==> src/rtl/pipe_smult_acc.sv <==
// Pipelined signed/unsigned N x N multiplier with a saturating accumulator.
// Stall-all pipeline: when the output is not consumed, every stage holds.
module pipe_smult_acc #(
    parameter int N      = 8,
    parameter int STAGES = 2,
    parameter int ACC_W  = 2*N + 4
) (
    input  logic             clk,
    input  logic             rst_n,
    input  logic             in_valid,
    output logic             in_ready,
    input  logic [N-1:0]     a,
    input  logic [N-1:0]     b,
    input  logic             sgn,
    input  logic             acc_en,
    input  logic             acc_clr,
    output logic             out_valid,
    input  logic             out_ready,
    output logic [ACC_W-1:0] result,
    output logic             sat
);

    typedef struct packed {
        logic             valid;
        logic             acc_en;
        logic             acc_clr;
        logic [ACC_W-1:0] prod;
    } beat_t;

    logic             stall;
    beat_t            head;
    beat_t            tail;
    logic [ACC_W-1:0] acc;
    logic [2*N-1:0]   a_x;
    logic [2*N-1:0]   b_x;
    logic [2*N-1:0]   prod;

    assign stall    = out_valid && !out_ready;
    assign in_ready = !stall;

    // Operands are extended to 2N bits, so the truncated product is exact.
    // NOTE: every signal written here gets a value on every path, so no latch is inferred.
    always_comb begin
        a_x          = sgn ? {{N{a[N-1]}}, a} : {{N{1'b0}}, a};
        b_x          = sgn ? {{N{b[N-1]}}, b} : {{N{1'b0}}, b};
        prod         = a_x * b_x;
        head.valid   = in_valid && in_ready;
        head.acc_en  = acc_en;
        head.acc_clr = acc_clr;
        head.prod    = sgn ? ACC_W'($signed(prod)) : ACC_W'(prod);
    end

    generate
        if (STAGES == 1) begin : g_no_pipe
            assign tail = head;
        end else begin : g_pipe
            beat_t pipe [STAGES-1];

            // NOTE: the data fields are reset along with the valid bits so no X ever reaches the output mux.
            always_ff @(posedge clk or negedge rst_n) begin
                if (!rst_n) begin
                    for (int i = 0; i < STAGES-1; i++) pipe[i] <= '0;
                end else if (!stall) begin
                    // NOTE: non-blocking assignments make every stage sample the pre-edge value of its predecessor.
                    pipe[0] <= head;
                    for (int i = 1; i < STAGES-1; i++) pipe[i] <= pipe[i-1];
                end
            end

            assign tail = pipe[STAGES-2];
        end
    endgenerate

    logic [ACC_W-1:0] base;
    logic [ACC_W:0]   sum;
    logic             ovf;
    logic [ACC_W-1:0] clamped;

    // One guard bit: overflow shows up as disagreement between the two top bits.
    always_comb begin
        base    = tail.acc_clr ? '0 : acc;
        sum     = tail.acc_en ? {base[ACC_W-1], base} + {tail.prod[ACC_W-1], tail.prod}
                              : {tail.prod[ACC_W-1], tail.prod};
        ovf     = sum[ACC_W] ^ sum[ACC_W-1];
        clamped = sum[ACC_W-1:0];
        if (ovf) clamped = sum[ACC_W] ? {1'b1, {(ACC_W-1){1'b0}}} : {1'b0, {(ACC_W-1){1'b1}}};
    end

    always_ff @(posedge clk or negedge rst_n) begin
        if (!rst_n) begin
            out_valid <= 1'b0;
            result    <= '0;
            sat       <= 1'b0;
            acc       <= '0;
        end else if (!stall) begin
            out_valid <= tail.valid;
            if (tail.valid) begin
                result <= clamped;
                sat    <= ovf;
                if (tail.acc_en) acc <= clamped;
            end
        end
    end

endmodule
==> config.mk <==
export PLATFORM = sky130hd
export DESIGN_NAME = pipe_smult_acc
export DESIGN_NICKNAME = d
export VERILOG_FILES = /design/src/rtl/pipe_smult_acc.sv
export SDC_FILE = /design/constraint.sdc
export NUM_CORES = 1
export LEC_CHECK = 0
export BUFFER_PORTS_ARGS = -buffer_cell sky130_fd_sc_hd__buf_2
export CAP_MARGIN = 20
export CELL_PAD_IN_SITES_DETAIL_PLACEMENT = 1
export CELL_PAD_IN_SITES_GLOBAL_PLACEMENT = 1
export CORE_MARGIN = 5
export CORE_UTILIZATION = 38
export CTS_BUF_LIST = sky130_fd_sc_hd__clkbuf_4
export DETAILED_ROUTE_END_ITERATION = 10
export GPL_TIMING_DRIVEN = 0
export PLACE_DENSITY = 0.66
export SLEW_MARGIN = 15
export SYNTH_ARGS = -nofsm -noshare
export SYNTH_HDL_FRONTEND = slang
export SYNTH_SLANG_ARGS = --single-unit
==> constraint.sdc <==
create_clock -name clk -period 6.1 [get_ports clk]
set_input_delay 1.22 -clock clk [delete_from_list [all_inputs] [get_ports clk]]
set_output_delay 1.22 -clock clk [all_outputs]
set_load 0.02 [all_outputs]
==> results.py, run 1 <==
metrics = {
    "power": {
        "power.density_nw_per_um2": 501.8,
        "p_total_mw": 4.280,
        "peakVddDrop_v": 0.0001557,
        "leakagePower_nw": 4.072,
    },
    "timing": {
        "fin_worst_skew_ns": 0.02728,
        "slew_headroom_pct": 43.98,
        "tns_ns": 0,
        "finalHoldViolCount": 0,
        "tightestPinTransition_ns": 0.8364,
        "min_period_ns": 5.965,
        "finalMaxSlewViolations": 0,
        "fin_crit_sh_pct": 97.78,
        "max_freq_mhz": 167.6,
        "timing.final.ws_setup_ns": 0.1352,
        "finalSetupViolations": 0,
    },
    "clock_tree": {
        "clock_sinks": 62,
        "post-cts-setup-buffer-count": 0,
        "root_buffer": "clkbuf_4",
        "clk_latency_ns": 0.45,
        "cts_made_buffers": 9,
        "path_clk_slew_ns": 0.11,
        "cts_tree": "done",
        "cts_buffer_depth": 2,
        "cts_hold_buffers": 0,
        "h-tree-depth": 3,
    },
    "global_route": {
        "grt_pass1_wl_um": 37290,
        "grt_usage_pct": 19.81,
        "grt-ovfl-total": 0,
        "antenna_found_initial": 1,
        "first_global_vias": 6960,
        "grt_max_degree": 44,
    },
    "hold_path": {
        "hp-class": "flop to flop",
    },
    "detailed_routing": {
        "drt-wirelength-per-cell_um": 18.79,
        "postRouteWirelength_um": 22850,
        "first_iter_violations": 207,
        "firstDrtPassIters": 4,
        "drc_errors": 0,
        "routed-via-count": 6428,
        "ant_nets": 0,
        "via_per_inst": 5.286,
    },
    "critical_path": {
        "critPathKind": "input port to flop",
        "critPathCaptureType": "flop",
        "crit_fanout": 10,
        "required_ns": 6.40,
        "start_kind": "input port",
        "arrival_ns": 6.26,
    },
    "logic_synthesis": {
        "ys_ff_latch": 62,
        "async_flop_share_pct": 100.0,
        "synth_area_leaders": "dfrtp_1 (20%), fa_1 (18%), ha_1 (12%)",
        "synth-edff-count": 0,
        "ys_seq_area_share_pct": 19.97,
        "synth.largest_area_cell": "dfrtp_1",
        "synth_area_per_cell_um2": 8.767,
        "yosys_warnings": 0,
        "synth_top_area_share_pct": 19.97,
        "netlist_area_um2": 7767,
        "synth-main-ff-cell": "dfrtp_1",
        "postSynthCellCount": 886,
        "synth_cell_types": 70,
        "syn-num-nets": 1053,
    },
    "finish": {
        "fillerInstances": 2410,
        "final_core_util_pct": 42.29,
        "final_cell_mix": "inv_1 (119), nand2_1 (89), ha_1 (73)",
        "instances_no_fill": 1216,
        "final_common_cell": "inv_1",
        "area_delta_synth_final_pct": 9.810,
        "multi_input_area_um2": 5613,
        "fin_nets": 1107,
        "area.sequential_um2": 1551,
        "drive_gt1_share_pct": 12.06,
    },
    "run": {
        "drv_cap": 0,
    },
    "floorplan": {
        "fp.dieW_um": 153.0,
        "die_h_um": 153.0,
        "coreArea_um2": 20170,
        "design.portCount": 46,
        "die_area_um2": 23400,
        "fp-row-count": 52,
        "start_util_pct": 38.51,
    },
    "placement": {
        "post-place-ws_ns": -0.6741,
        "dpl.hpwl_um": 18490,
        "place_congestion": 0.7918,
        "io_buffers": 43,
        "dpl.cell_count": 1200,
    },
    "run_status": {
        "outcome": "completed",
    },
}
==> through the flow <==
stage               hold WS [ns]  area (um2)
finish                    0.4932        8529
global route              0.5059        8529
CTS                       0.4952        8488
detailed placement        0.4656        8352
global placement          0.4629        8322
floorplan                 0.4422        7769
==> power by group <==
group          leakage (nW)  total [mW]  switching (mW)  internal [mW]
clock network        0.0641       0.261           0.171         0.0896
logic                  3.26        3.27            1.94           1.33
registers             0.747       0.748           0.142          0.606
total                  4.07        4.28            2.26           2.02
==> critical path: stages <==
cell and delay (ns):
buf_2 0.12, clkbuf_2 0.24, and2_1 0.24, fa_1 0.49, inv_1 0.06, fa_1 0.46, inv_1 0.07, ha_1 0.13
inv_1 0.05, fa_1 0.53, inv_1 0.05, fa_1 0.47, inv_1 0.05, fa_1 0.52, inv_1 0.04, ha_1 0.22
o41ai_1 0.68, o211ai_1 0.21, o211ai_1 0.17, xnor2_2 0.16, o21ai_1 0.07
==> area by class of cell <==
type / instances / share of cell area, %
diodes: 1 / 0.02934
plain buffers: 39 / 2.582
clock buffers: 11 / 0.9682
clock inverters: 5 / 0.3081
inverters: 120 / 5.281
multi-input cells: 664 / 65.81
flip-flops and latches: 62 / 18.19
well taps: 270 / 3.961
repair buffers: 44 / 2.875
==> logic make-up after synthesis <==
logic type      count (synthesis)  synth area share, %
simple gates                  280                18.12
compound gates                187                17.17
buf+inv                       160                8.457
fa+ha+maj                     146                30.15
flops                          62                19.97
xor+xnor                       42                4.913
mux                             9                1.208
==> sequential cells by signal, summed over array words and instances (netlist names) <==
signal,flops
acc,20
g_pipe.pipe,20
out_valid,1
result,20
sat,1
==> routing by layer <==
metal | track usage, % | part of all wire (%)
met3 | 1.979 | 2.4
met1 | 24.41 | 44
met2 | 36.88 | 51
met4 | 5.303 | 2.2
met5 | 0 | 0
==> path summary, 6_finish.rpt <==
kind / start / to / slack [ns] / cells after the start
worst max-delay path: a[2] / g_pipe.pipe[15] / 0.14 / 21
worst min-delay path: acc[15] / acc[15] / 0.49 / 2
worst max register to register: g_pipe.pipe[20] / result[8] / 2.47 / 12
worst min register to register: acc[15] / acc[15] / 0.49 / 2
max in group asynchronous: rst_n / g_pipe.pipe[14] / 4.91 / 2
min in group asynchronous: rst_n / acc[5] / 0.64 / 1
==> cells in the mapped netlist, types with 4 or more instances <==
master / n
a21oi_1: 39
o211ai_1: 20
a31oi_1: 4
dfrtp_1: 62
o21ai_1: 16
a211oi_1: 14
or3_1: 4
and3_1: 11
nor3_1: 8
ha_1: 75
nor2b_1: 24
nor2_1: 46
mux2i_1: 6
nand3_1: 16
buf_6: 5
o31ai_1: 7
buf_2: 9
nand2b_1: 13
fa_1: 69
o2111ai_1: 5
and2_1: 60
nand2_1: 90
clkbuf_1: 22
inv_1: 120
xor2_1: 7
a221o_1: 5
o21ai_0: 21
xnor2_1: 34
a21o_1: 7
o21a_1: 9
==> repair_timing <==
action,in CTS,in global routing
gates resized for setup,7,19
endpoints found under the setup margin,5,4
pin swaps,1,2
Power figures use the tool's default switching activity.
==> inputs of run 2 (changes only) <==
--- a/config.mk
+++ b/config.mk
@@ -15,6 +15,7 @@
 export DETAILED_ROUTE_END_ITERATION = 10
 export GPL_TIMING_DRIVEN = 0
 export PLACE_DENSITY = 0.66
+export SETUP_SLACK_MARGIN = 0.2
 export SLEW_MARGIN = 15
 export SYNTH_ARGS = -nofsm -noshare
 export SYNTH_HDL_FRONTEND = slang
==> constraint.sdc (replaced) <==
create_clock -name clk -period 6.3 [get_ports clk]
set_input_delay 1.26 -clock clk [delete_from_list [all_inputs] [get_ports clk]]
set_output_delay 1.26 -clock clk [all_outputs]
set_load 0.02 [all_outputs]
==> run 2 against run 1 <==
Compared with the run above:
- non-clock buffer count grew 4
- global-route usage grew 0.067 points
- critical endpoint is now g_pipe.pipe[14]
- first-iteration DRC count shrank 1.9%
- count of clock-buffer cells in the layout shrank 2
- register-to-register slack gained 0.21 ns
- sequential power shrank 3.7%
- clock power grew 7%
- core utilization grew 0.37 points
- largest power group unchanged
- largest cell class unchanged
- final cell count is essentially flat
==> results.py, run 2 (synthesis results as in run 1) <==
metrics = {
    "power": {
        "internal_power_mw": 2.011,
        "power.density_nw_per_um2": 488.4,
        "swShare_pct": 52.15,
        "power.switching_mw": 2.192,
        "p_total_mw": 4.202,
        "combPwrFrac_pct": 76.2,
        "clkPwrFrac_pct": 6.7,
        "pwr-share-seq_pct": 17.1,
        "leakagePower_nw": 4.100,
        "peakVddDrop_v": 0.0001636,
    },
    "run_status": {
        "outcome": "completed",
    },
    "timing": {
        "min_period_ns": 5.928,
        "finalMaxSlewViolations": 0,
        "slew_headroom_pct": 45.63,
        "worst_hold_slack_ns": 0.4904,
        "fin_crit_sh_pct": 94.10,
        "finalHoldViolCount": 0,
        "tightestPinTransition_ns": 0.8118,
        "fin_worst_skew_ns": 0.02468,
        "finalSetupViolations": 0,
        "tns_ns": 0,
        "rsz0062_at_grt": "no",
        "timing.final.ws_setup_ns": 0.3719,
        "max_freq_mhz": 168.7,
    },
    "finish": {
        "largestRegisters": "acc x20, g_pipe.pipe x20, result x20",
        "final_common_cell": "inv_1",
        "final_cell_mix": "inv_1 (119), nand2_1 (89), ha_1 (71)",
        "stdcell_area_um2": 8605,
        "drive_gt1_share_pct": 12.57,
        "instances_no_fill": 1217,
        "fin_nets": 1111,
        "antennaDiodeCount": 0,
        "final_core_util_pct": 42.66,
        "area_delta_synth_final_pct": 10.78,
    },
    "detailed_routing": {
        "ant_nets": 0,
        "firstDrtPassIters": 4,
        "routed-via-count": 6393,
        "postRouteWirelength_um": 22490,
        "drc_errors": 0,
        "first_iter_violations": 203,
        "via_per_inst": 5.253,
        "drt-wirelength-per-cell_um": 18.48,
    },
    "placement": {
        "dpl.cell_count": 1200,
        "place_congestion": 0.8636,
        "placed_cell_area_um2": 8364,
        "post-place-ws_ns": -0.4501,
        "io_buffers": 43,
        "dpl.hpwl_um": 18340,
    },
    "hold_path": {
        "hp-class": "flop to flop",
    },
    "clock_tree": {
        "clk_latency_ns": 0.43,
        "root_buffer": "clkbuf_4",
        "path_clk_slew_ns": 0.12,
        "cts_buffer_depth": 2,
        "clock_sinks": 62,
        "cts_tree": "done",
        "h-tree-depth": 3,
        "cts_made_buffers": 9,
    },
    "floorplan": {
        "fp.dieW_um": 153.0,
        "coreArea_um2": 20170,
        "start_util_pct": 38.51,
        "die_area_um2": 23400,
        "design.portCount": 46,
        "fp-row-count": 52,
        "die_h_um": 153.0,
    },
    "global_route": {
        "grt_max_degree": 49,
        "grt_usage_pct": 19.88,
        "grt-ovfl-total": 0,
        "grt_pass1_wl_um": 37620,
        "antenna_found_initial": 0,
        "first_global_vias": 6862,
    },
    "critical_path": {
        "critPathKind": "input port to flop",
        "start_kind": "input port",
        "crit_fanout": 10,
        "arrival_ns": 6.21,
        "required_ns": 6.58,
        "critPathCaptureType": "flop",
    },
    "run": {
        "drv_cap": 0,
    },
}
## run 2: changes by cell type in the layout (fill, tap and decap cells not counted), moves of 2 or more
cell,delta
ha_1,-2
buf_4,+4
clkbuf_4,-3
clkbuf_2,-2
## run 2: metal layers
metal  vias to the layer above  wire length (um)  track usage (%)
met5                         -                 0                0
met1                      3177             10060            25.69
li1                       3096                 -                -
met3                        30               514            1.838
met4                         0               579            5.515
met2                        90             11340            35.60
## run 2: worst max-delay path: stages
cell and delay (ns):
buf_2 0.12, clkbuf_2 0.23, and2_1 0.23, fa_1 0.48, inv_1 0.06, fa_1 0.52, inv_1 0.04, ha_1 0.30
ha_1 0.29, inv_1 0.05, fa_1 0.50, fa_1 0.55, inv_1 0.04, ha_1 0.26, or3_1 0.35, o21ai_0 0.15
o31ai_2 0.13, o41ai_2 0.32, xor2_1 0.23, o21ai_0 0.09
## run 2: final cells by class
type | count | area [um2]
multi-input cells | 664 | 5637
clock buffers | 9 | 67.56
flip-flops and latches | 62 | 1551
inverters | 120 | 450.4
repair buffers | 47 | 270.3
fillers | 2420 | 11560
well taps | 270 | 337.8
clock inverters | 5 | 52.55
plain buffers | 40 | 237.7
## run 2: path summary, 6_finish.rpt
kind	from	to	slack (ns)	depth (start not counted)
max	a[2]	g_pipe.pipe[14]	0.37	20
min in group asynchronous	rst_n	acc[18]	0.67	1
max in group asynchronous	rst_n	g_pipe.pipe[10]	5.08	2
min reg2reg	sat	sat	0.49	2
max reg2reg	g_pipe.pipe[20]	acc[11]	2.68	12
min	sat	sat	0.49	2
## run 2: repair_timing
item / CTS / global route
buffers inserted: 0 / 3
hold buffers: 0 / 0
resized for setup: 8 / 26
pin swaps: 1 / 10
endpoints found under the setup margin: 4 / 6
## run 2: power groups by stage
stage                     Sequential (mW)  Clock [mW]  Combinational, mW
final                               0.720       0.280               3.20
after global routing                0.744       0.308               3.61
after CTS                           0.722       0.288               3.18
after detailed placement            0.732           0               3.13
after global placement              0.725           0               3.07
after floorplan                     0.763           0               2.26
